`src/rtl/match_keeper_if.sv`:
```
// Control and display bundle between the goal detection logic and match_keeper.
// The master side drives match requests and goals; the slave side reports match status.
interface match_keeper_if #(
    parameter int SEC_W   = 8,
    parameter int SCORE_W = 3
);
    logic               start;
    logic               pause;
    logic               goal_p1;
    logic               goal_p2;
    logic [SCORE_W-1:0] score_p1;
    logic [SCORE_W-1:0] score_p2;
    logic [SEC_W-1:0]   secs_left;
    logic               sec_tick;
    logic [1:0]         state;
    logic [1:0]         winner;

    modport master (
        output start, pause, goal_p1, goal_p2,
        input  score_p1, score_p2, secs_left, sec_tick, state, winner
    );

    modport slave (
        input  start, pause, goal_p1, goal_p2,
        output score_p1, score_p2, secs_left, sec_tick, state, winner
    );
endinterface

```
`src/rtl/match_keeper.sv`:
```
// Air-hockey match controller: two saturating score counters, a prescaled
// seconds countdown and the IDLE/RUN/PAUSED/OVER match FSM with winner report.
module match_keeper #(
    parameter int CLK_HZ     = 50000000,
    parameter int MATCH_SECS = 150,
    parameter int SEC_W      = 8,
    parameter int SCORE_W    = 3,
    parameter int WIN_SCORE  = 7
) (
    input  logic          clock,
    input  logic          reset_n,
    input  logic          clear,
    match_keeper_if.slave mk
);

    localparam int                 PW        = (CLK_HZ > 2) ? $clog2(CLK_HZ) : 1;
    localparam logic [PW-1:0]      PRESC_MAX = PW'(CLK_HZ - 1);
    localparam logic [SEC_W-1:0]   SECS_INIT = SEC_W'(MATCH_SECS);
    localparam logic [SCORE_W-1:0] WIN       = SCORE_W'(WIN_SCORE);

    typedef enum logic [1:0] {
        ST_IDLE   = 2'b00,
        ST_RUN    = 2'b01,
        ST_PAUSED = 2'b10,
        ST_OVER   = 2'b11
    } state_t;

    state_t             state_q, state_d;
    logic [SCORE_W-1:0] score1_q, score1_d;
    logic [SCORE_W-1:0] score2_q, score2_d;
    logic [SEC_W-1:0]   secs_q, secs_d;
    logic [PW-1:0]      presc_q, presc_d;
    logic               tick_q, tick_d;
    logic [1:0]         winner_q, winner_d;

    logic [SCORE_W-1:0] s1_post, s2_post;
    logic [SEC_W-1:0]   secs_dec;
    logic               wrap;

    // Scores stop at the win score so a late goal can never wrap the counter.
    function automatic logic [SCORE_W-1:0] sat_inc(input logic [SCORE_W-1:0] s,
                                                   input logic               goal);
        if (goal && (s != WIN)) begin
            return s + SCORE_W'(1);
        end
        return s;
    endfunction

    function automatic logic [1:0] timeout_winner(input logic [SCORE_W-1:0] s1,
                                                  input logic [SCORE_W-1:0] s2);
        if (s1 > s2) begin
            return 2'b01;
        end
        if (s2 > s1) begin
            return 2'b10;
        end
        return 2'b11;
    endfunction

    assign s1_post  = sat_inc(score1_q, mk.goal_p1);
    assign s2_post  = sat_inc(score2_q, mk.goal_p2);
    assign secs_dec = secs_q - SEC_W'(1);
    assign wrap     = (presc_q == PRESC_MAX);

    always_comb begin
        state_d  = state_q;
        score1_d = score1_q;
        score2_d = score2_q;
        secs_d   = secs_q;
        presc_d  = presc_q;
        tick_d   = 1'b0;
        winner_d = winner_q;

        if (clear) begin
            state_d  = ST_IDLE;
            score1_d = '0;
            score2_d = '0;
            secs_d   = SECS_INIT;
            presc_d  = '0;
            winner_d = 2'b00;
        end else begin
            case (state_q)
                ST_IDLE, ST_OVER: begin
                    if (mk.start) begin
                        state_d  = ST_RUN;
                        score1_d = '0;
                        score2_d = '0;
                        secs_d   = SECS_INIT;
                        presc_d  = '0;
                        winner_d = 2'b00;
                    end
                end
                ST_RUN: begin
                    if (mk.pause) begin
                        state_d = ST_PAUSED;
                    end else begin
                        score1_d = s1_post;
                        score2_d = s2_post;
                        if (wrap) begin
                            presc_d = '0;
                            secs_d  = secs_dec;
                            tick_d  = 1'b1;
                        end else begin
                            presc_d = presc_q + PW'(1);
                        end
                        // A win score outranks expiry on the same edge.
                        if ((s1_post == WIN) || (s2_post == WIN)) begin
                            state_d  = ST_OVER;
                            winner_d = {s2_post == WIN, s1_post == WIN};
                        end else if (wrap && (secs_dec == '0)) begin
                            state_d  = ST_OVER;
                            winner_d = timeout_winner(s1_post, s2_post);
                        end
                    end
                end
                ST_PAUSED: begin
                    if (!mk.pause) begin
                        state_d = ST_RUN;
                    end
                end
            endcase
        end
    end

    always_ff @(posedge clock or negedge reset_n) begin
        if (!reset_n) begin
            state_q  <= ST_IDLE;
            score1_q <= '0;
            score2_q <= '0;
            secs_q   <= SECS_INIT;
            presc_q  <= '0;
            tick_q   <= 1'b0;
            winner_q <= 2'b00;
        end else begin
            state_q  <= state_d;
            score1_q <= score1_d;
            score2_q <= score2_d;
            secs_q   <= secs_d;
            presc_q  <= presc_d;
            tick_q   <= tick_d;
            winner_q <= winner_d;
        end
    end

    assign mk.score_p1  = score1_q;
    assign mk.score_p2  = score2_q;
    assign mk.secs_left = secs_q;
    assign mk.sec_tick  = tick_q;
    assign mk.state     = state_q;
    assign mk.winner    = winner_q;

endmodule
```
`src/flat_wrapper.sv`:
```
// flat-port wrapper written by rule: the top's interface ports become plain ports
module match_keeper_flat 
#(
    parameter int CLK_HZ     = 50000000,
    parameter int MATCH_SECS = 150,
    parameter int SEC_W      = 8,
    parameter int SCORE_W    = 3,
    parameter int WIN_SCORE  = 7
)
  (clock, reset_n, clear, mk_start, mk_pause, mk_goal_p1, mk_goal_p2, mk_score_p1, mk_score_p2, mk_secs_left, mk_sec_tick, mk_state, mk_winner);
  match_keeper_if #(.SEC_W(SEC_W), .SCORE_W(SCORE_W)) mk_i ();
  input  logic clock;
  input  logic reset_n;
  input  logic clear;
  input wire logic [$bits(mk_i.start)-1:0] mk_start;
  input wire logic [$bits(mk_i.pause)-1:0] mk_pause;
  input wire logic [$bits(mk_i.goal_p1)-1:0] mk_goal_p1;
  input wire logic [$bits(mk_i.goal_p2)-1:0] mk_goal_p2;
  output wire logic [$bits(mk_i.score_p1)-1:0] mk_score_p1;
  output wire logic [$bits(mk_i.score_p2)-1:0] mk_score_p2;
  output wire logic [$bits(mk_i.secs_left)-1:0] mk_secs_left;
  output wire logic [$bits(mk_i.sec_tick)-1:0] mk_sec_tick;
  output wire logic [$bits(mk_i.state)-1:0] mk_state;
  output wire logic [$bits(mk_i.winner)-1:0] mk_winner;
  assign mk_i.start = mk_start;
  assign mk_i.pause = mk_pause;
  assign mk_i.goal_p1 = mk_goal_p1;
  assign mk_i.goal_p2 = mk_goal_p2;
  assign mk_score_p1 = mk_i.score_p1;
  assign mk_score_p2 = mk_i.score_p2;
  assign mk_secs_left = mk_i.secs_left;
  assign mk_sec_tick = mk_i.sec_tick;
  assign mk_state = mk_i.state;
  assign mk_winner = mk_i.winner;
  match_keeper #(.CLK_HZ(CLK_HZ), .MATCH_SECS(MATCH_SECS), .SEC_W(SEC_W), .SCORE_W(SCORE_W), .WIN_SCORE(WIN_SCORE)) u_core (.clock(clock), .reset_n(reset_n), .clear(clear), .mk(mk_i));
endmodule
```
`config.mk`:
```
export PLATFORM = sky130hd
export DESIGN_NAME = match_keeper_flat
export DESIGN_NICKNAME = d
export VERILOG_FILES = /design/src/rtl/match_keeper_if.sv /design/src/rtl/match_keeper.sv /design/src/flat_wrapper.sv
export SDC_FILE = /design/constraint.sdc
export NUM_CORES = 1
export LEC_CHECK = 0
export CORE_ASPECT_RATIO = 0.7
export CORE_MARGIN = 2
export CORE_UTILIZATION = 51
export CTS_CLUSTER_DIAMETER = 40
export DETAILED_ROUTE_END_ITERATION = 8
export PLACE_DENSITY = 0.71
export SYNTH_ARGS = -nofsm -noshare
export SYNTH_HDL_FRONTEND = slang
export SYNTH_SLANG_ARGS = --single-unit
```
`constraint.sdc`:
```
create_clock -name clock -period 2.65 [get_ports clock]
set_clock_uncertainty 0.15 [all_clocks]
set_input_delay 0.53 -clock clock [delete_from_list [all_inputs] [get_ports clock]]
set_output_delay 0.53 -clock clock [all_outputs]
set_load 0.02 [all_outputs]
```
# [After elaboration in Yosys (flattened, before gate mapping)]
# Cells that the tools add are included.
[totals] register_bits=45 elab_cells=96
[op_classes] reduce_logical=12 n_lt_le_gt_ge=2 add_sub_neg=4 eq_ne=14 n_mux=57
[op_table] cell="2-to-1 mux 26 bit" n=4
[op_table] cell="case mux 26 bit (2 select lines)" n=1
[op_table] cell="2-to-1 mux 8 bit" n=4
[op_table] cell="2-to-1 mux 2 bit" n=15
[op_table] cell="2-to-1 mux 3 bit" n=9
[op_table] cell="adder 26 x 1 -> 26 bit, second input constant" n=1
[op_table] cell="== test 26 bit, second input constant" n=1
[op_table] cell="2-to-1 mux 1 bit" n=19
[op_table] cell="case mux 8 bit (2 select lines)" n=1
[op_table] cell="inequality test 3 bit, second input constant" n=5
[op_table] cell="case mux 3 bit (2 select lines)" n=2
[op_table] cell="logical NOT 8 bit" n=1
[op_table] cell="AND reduction 4 bit" n=2
[op_table] cell="subtractor 8 x 1 -> 8 bit, second input constant" n=1
[op_table] cell="adder 3 x 1 -> 3 bit, second input constant" n=2
[op_table] cell="== test 3 bit, second input constant" n=2
[op_table] cell="> comparator 3 bit" n=2
[op_table] cell="case mux 2 bit (3 select lines)" n=1
[op_table] cell="AND reduction 3 bit" n=2
[op_table] cell="inequality test 5 x 3 -> 1 bit, second input constant" n=1
[op_table] cell="== test 2 bit, second input constant" n=2
[op_table] cell="inequality test 4 x 2 -> 1 bit, second input constant" n=1
[op_table] cell="case mux 2 bit (2 select lines)" n=1
[op_table] cell="logical AND 1 bit" n=3
[op_table] cell="6 further kinds" n=6

# [Longest topological paths before layout]
[logic_depth] word_depth=24 ltp_mapped=12 mapped_depth_nobuf=11

# [Worst setup path after synthesis]
# No wires, ideal clock.
[synth_timing] kind="register to register" startpoint="register u_core.secs_q[3] (netlist: u_core.mk.secs_left[3])" endpoint="register u_core.winner_q[0] (netlist: u_core.mk.winner[0])" setup_slack_ps=-24 setup_ps=121 arrival_ps=2404 stages_incl_launch_ff=8 path_buffers=1 synth_period_minus_slack_ps=2674 cell_sequence="dfrtp_1 > or4_1 > buf_2 > or4_4 > xnor2_2 > o31a_2 > a21o_1 > a22o_1"
[synth_via] elab_chain_cells=5
[synth_rtl] element="start, declared" line="match_keeper.sv:31" text="logic [SEC_W-1:0] secs_q, secs_d;"
[synth_rtl] element="start signal, assigned" line="match_keeper.sv:138" text="secs_q <= secs_d;"
[synth_rtl] element="subtractor 8 x 1 -> 8 bit" line="match_keeper.sv:62" text="assign secs_dec = secs_q - SEC_W'(1);"
[synth_rtl] element="logical NOT 8 bit" line="match_keeper.sv:110" text="end else if (wrap && (secs_dec == '0)) begin"
[synth_rtl] element="logical AND 1 bit" line="match_keeper.sv:110"
[synth_rtl] element="inequality test 4 x 2 -> 1 bit (no line)"
[synth_rtl] element="AND reduction 4 bit (no line)"
[synth_rtl] element="end signal, assigned" line="match_keeper.sv:141" text="winner_q <= winner_d;"
[synth_rtl] element="end, declared" line="match_keeper.sv:34" text="logic [1:0] winner_q, winner_d;"
# No other way between the ends.
# A chain may end at the register's enable or synchronous reset.

# [Final worst setup path]
[layout_timing] startpoint="register u_core.score1_q[1] (netlist: u_core.mk.score_p1[1])" endpoint="register u_core.winner_q[1] (netlist: u_core.mk.winner[1])"
[layout_via] elab_chain_cells=19
[layout_rtl] element="start, declared" line="match_keeper.sv:29" text="logic [SCORE_W-1:0] score1_q, score1_d;"
[layout_rtl] element="start signal, assigned" line="match_keeper.sv:136" text="score1_q <= score1_d;"
[layout_rtl] element="parallel branches: the longest is 3 deep, another holds adder 3 x 1 -> 3 bit"
[layout_rtl] element="2-to-1 mux 3 bit *" line="match_keeper.sv:46" text="return s;"
[layout_rtl] element="> comparator 3 bit" line="match_keeper.sv:54" text="if (s2 > s1) begin"
[layout_rtl] element="2-to-1 mux 1 bit (2 in a row)" line="match_keeper.sv:54"
[layout_rtl] element="2-to-1 mux 1 bit" line="match_keeper.sv:110"
[layout_rtl] element="2-to-1 mux 1 bit" line="match_keeper.sv:107" text="if ((s1_post == WIN) || (s2_post == WIN)) begin"
[layout_rtl] element="2-to-1 mux 1 bit" line="match_keeper.sv:94" text="if (mk.pause) begin"
[layout_rtl] element="2-to-1 mux 1 bit" line="match_keeper.sv:82" text="case (state_q)"
[layout_rtl] element="2-to-1 mux 1 bit" line="match_keeper.sv:74" text="if (clear) begin"
[layout_rtl] element="2-to-1 mux 2 bit" line="match_keeper.sv:57" text="return 2'b11;"
[layout_rtl] element="2-to-1 mux 2 bit" line="match_keeper.sv:54"
[layout_rtl] element="2-to-1 mux 2 bit" line="match_keeper.sv:110"
[layout_rtl] element="2-to-1 mux 2 bit" line="match_keeper.sv:107"
[layout_rtl] element="2-to-1 mux 2 bit" line="match_keeper.sv:94"
[layout_rtl] element="case mux 2 bit (2 select lines)" line="match_keeper.sv:82"
[layout_rtl] element="2-to-1 mux 2 bit" line="match_keeper.sv:74"
# Mark *: on every way between the ends. The select of a mux whose other input is x is not followed.

==> qor.csv <==
metric,value,unit
Mean Syn Cell Area,9.39,sq um
DP HPWL,4080,microns
via count,2148,
DRT iter0 DRCs,156,
GP Congestion,0.787,
n_diodes,0,
first-pass GRT wire length,9720,microns
critical path class,reg -> reg,
CTS buffer count,5,
"Reg clk slew, reported paths",0.09,ns
Starting Density,0.536,
R2R Path End,u_core.mk.winner[1]$_DFFE_PN0P_,
Worst-Margin Slew,0.721,ns
Cell Int Power,1.08,mW
final worst path period share,0.951,
worst r2r path cells,11,
"Hold Vio Cnt, Final",0,
hold_buf cts,0,
RSZ-0062 raised after global routing,no,
die area,5680,sq um
Resize count post-CTS,0,
ys async rst share,1.00,
number of port buffers,25,
Die W,89.2,microns
Comb pwr share,0.218,
Worst Hold Class,in -> async,
final slew viol count,0,
layout cell share with drive strength beyond 1,0.159,
CTS tree,built,
GRT Util Overall,0.221,
clk buf depth,2,
fmax,0.397,GHz
Leak,1.42,nW
vias in the first global route,2051,
Max-Cap Viols,0,
Period minus WS final,2.52,ns
switching share of power,0.290,
Final setup viols,0,
Worst Path Max Fanout,5,
clock power share,0.305,
Seq pwr share,0.477,
synth warn,0,
Yosys reg bits,45,
Post-synth EDFFs,0,
Core Rows,21,
WL/cell,13.8,microns
antenna-violating nets left,0,
post-route design area,3200,sq um
ys flop type,dfrtp_1,
CTS root buf,clkbuf_8,
Pwr Density,476,nW/um^2
Fin Setup TNS,0,ns
"Distinct cells, synth",46,
setup repair bufs after CTS,0,
vias per cell,5.42,
Routed Wire Length,5470,microns
R2R Path Start,u_core.mk.score_p1[1]$_DFFE_PN0P_,
H-tree lvl count,2,
"Seq/Total Area, Yosys",0.437,
"Cell Area, Placed",3080,sq um
Top Ports,26,
VDD IR-drop max,0.000346,V
"Power, Total",1.52,mW
first-pass detailed-route iteration total,4,
Post-Layout Cell Count,396,
crit start category,flop,
Nets,345,
placed insts,388,
worst-skew pair later-pin latency,0.29,ns
run status,finished clean,
area delta synth->final,23.3,%
CTS Sinks,45,
Die Ht,63.6,microns
Post-Syn Instances,276,
Worst R2R Setup Slack,0.13,ns
crit path DAT,2.55,ns
worst endpoint required time,2.68,ns
pin count of the biggest net entering global routing,33,
initial antenna violation count,0,
slew margin rel.,0.519,
grt total ovfl,0,
Core Region,4830,sq um
DRC,0,
switching pwr,441,uW
mapped cell area,2590,sq um
Synthesized Nets,295,
Setup crit end kind,flop,
[synth_stat cells, types with 5 or more instances]
library cell | instances | area share
inv_1 | 7 | 0.010
xor2_1 | 13 | 0.044
nor2_1 | 39 | 0.056
clkbuf_1 | 6 | 0.0087
nand4_1 | 7 | 0.017
dfrtp_1 | 41 | 0.40
o21ai_0 | 15 | 0.029
xnor2_1 | 11 | 0.037
nand2_1 | 33 | 0.048
nor2b_1 | 5 | 0.012
mux2i_1 | 6 | 0.023
and3_1 | 11 | 0.027
nor3_1 | 5 | 0.0097
ha_1 | 12 | 0.058
[layout make-up]
type | count | area [sq um]
Clock buffer | 7 | 96.3
Clock inverter | 1 | 5.00
Fill cell | 417 | 1640
Inverter | 7 | 26.3
Multi-Input combinational cell | 217 | 1410
Sequential cell | 45 | 1130
Tap cell | 69 | 86.3
Timing Repair Buffer | 50 | 433
[through the flow]
stage | setup WS, ns | utilization | hold WS (ns)
floorplan | 0.00348 | - | 0.0844
global placement | -0.0108 | 0.638 | 0.333
detailed placement | -0.0647 | 0.638 | 0.326
CTS | 0.124 | 0.659 | 0.158
global route | 0.0244 | 0.661 | 0.182
finish | 0.129 | 0.661 | 0.129
[worst max-delay path by stage]
| stage | cells after the start | to | slack, ns | from |
|---|---|---|---|---|
| floorplan | 11 | u_core.mk.winner[1]$_DFFE_PN0P_ | 0.003 | u_core.mk.score_p2[0]$_DFFE_PN0P_ |
| global placement | 10 | u_core.mk.winner[1]$_DFFE_PN0P_ | -0.01 | mk_goal_p2 |
| detailed placement | 10 | u_core.mk.winner[1]$_DFFE_PN0P_ | -0.06 | mk_goal_p2 |
| CTS | 6 | u_core.mk.winner[0]$_DFFE_PN0P_ | 0.12 | u_core.mk.secs_left[3]$_DFFE_PN0P_ |
| global route | 11 | u_core.mk.winner[1]$_DFFE_PN0P_ | 0.02 | u_core.mk.score_p2[1]$_DFFE_PN0P_ |
| finish | 11 | u_core.mk.winner[1]$_DFFE_PN0P_ | 0.13 | u_core.mk.score_p1[1]$_DFFE_PN0P_ |
[layout by cell type, fill, tap and decap left out, types with 11 or more instances in the layout]
cell             count
o21ai_0             15
nand2_1             33
and3_1              11
buf_4               25
dfrtp_1             38
xor2_1              13
nor2_1              39
xnor2_1             11
clkdlybuf4s50_1     24
ha_1                12
[registers in the layout, summed over array words and instances, names as in the netlist]
signal	cells
u_core.presc_q	26
u_core.mk.winner	2
u_core.mk.sec_tick	1
u_core.mk.score_p2	3
u_core.mk.state	2
u_core.mk.secs_left	8
u_core.mk.score_p1	3
[critical path, stage by stage, from the launching register on]
cell and delay [ns]:
dfrtp_2 0.45, ha_1 0.21, ha_1 0.20, nand2b_1 0.19, nand2_1 0.08, nand2_1 0.07, ha_1 0.30, a21o_1 0.13
a21oi_2 0.06, a31o_2 0.21, a21o_1 0.17, a22o_1 0.20
[cell families after synthesis]
kind of cell,synth area share
compound gates,0.127
xor+xnor,0.0874
fa+ha+maj,0.0579
buf+inv,0.0208
flops,0.437
mux,0.0232
simple gates,0.247
[per-layer routing]
layer	up-vias	global-route usage	routed length (microns)
li1	1077	-	-
met1	1028	0.361	3020
met2	37	0.289	2150
met3	6	0.0485	238
met4	0	0.0578	62
met5	-	0	0
[power by group through the flow]
| stage | sequential, mW | combinational (mW) | clock (mW) |
|---|---|---|---|
| after global routing | 0.730 | 0.369 | 0.509 |
| after global placement | 0.739 | 0.325 | 0 |
| after CTS | 0.726 | 0.332 | 0.475 |
| after detailed placement | 0.739 | 0.330 | 0 |
| final | 0.725 | 0.332 | 0.463 |
| after floorplan | 0.756 | 0.170 | 0 |
No activity file was read; power rests on OpenSTA's default activity.
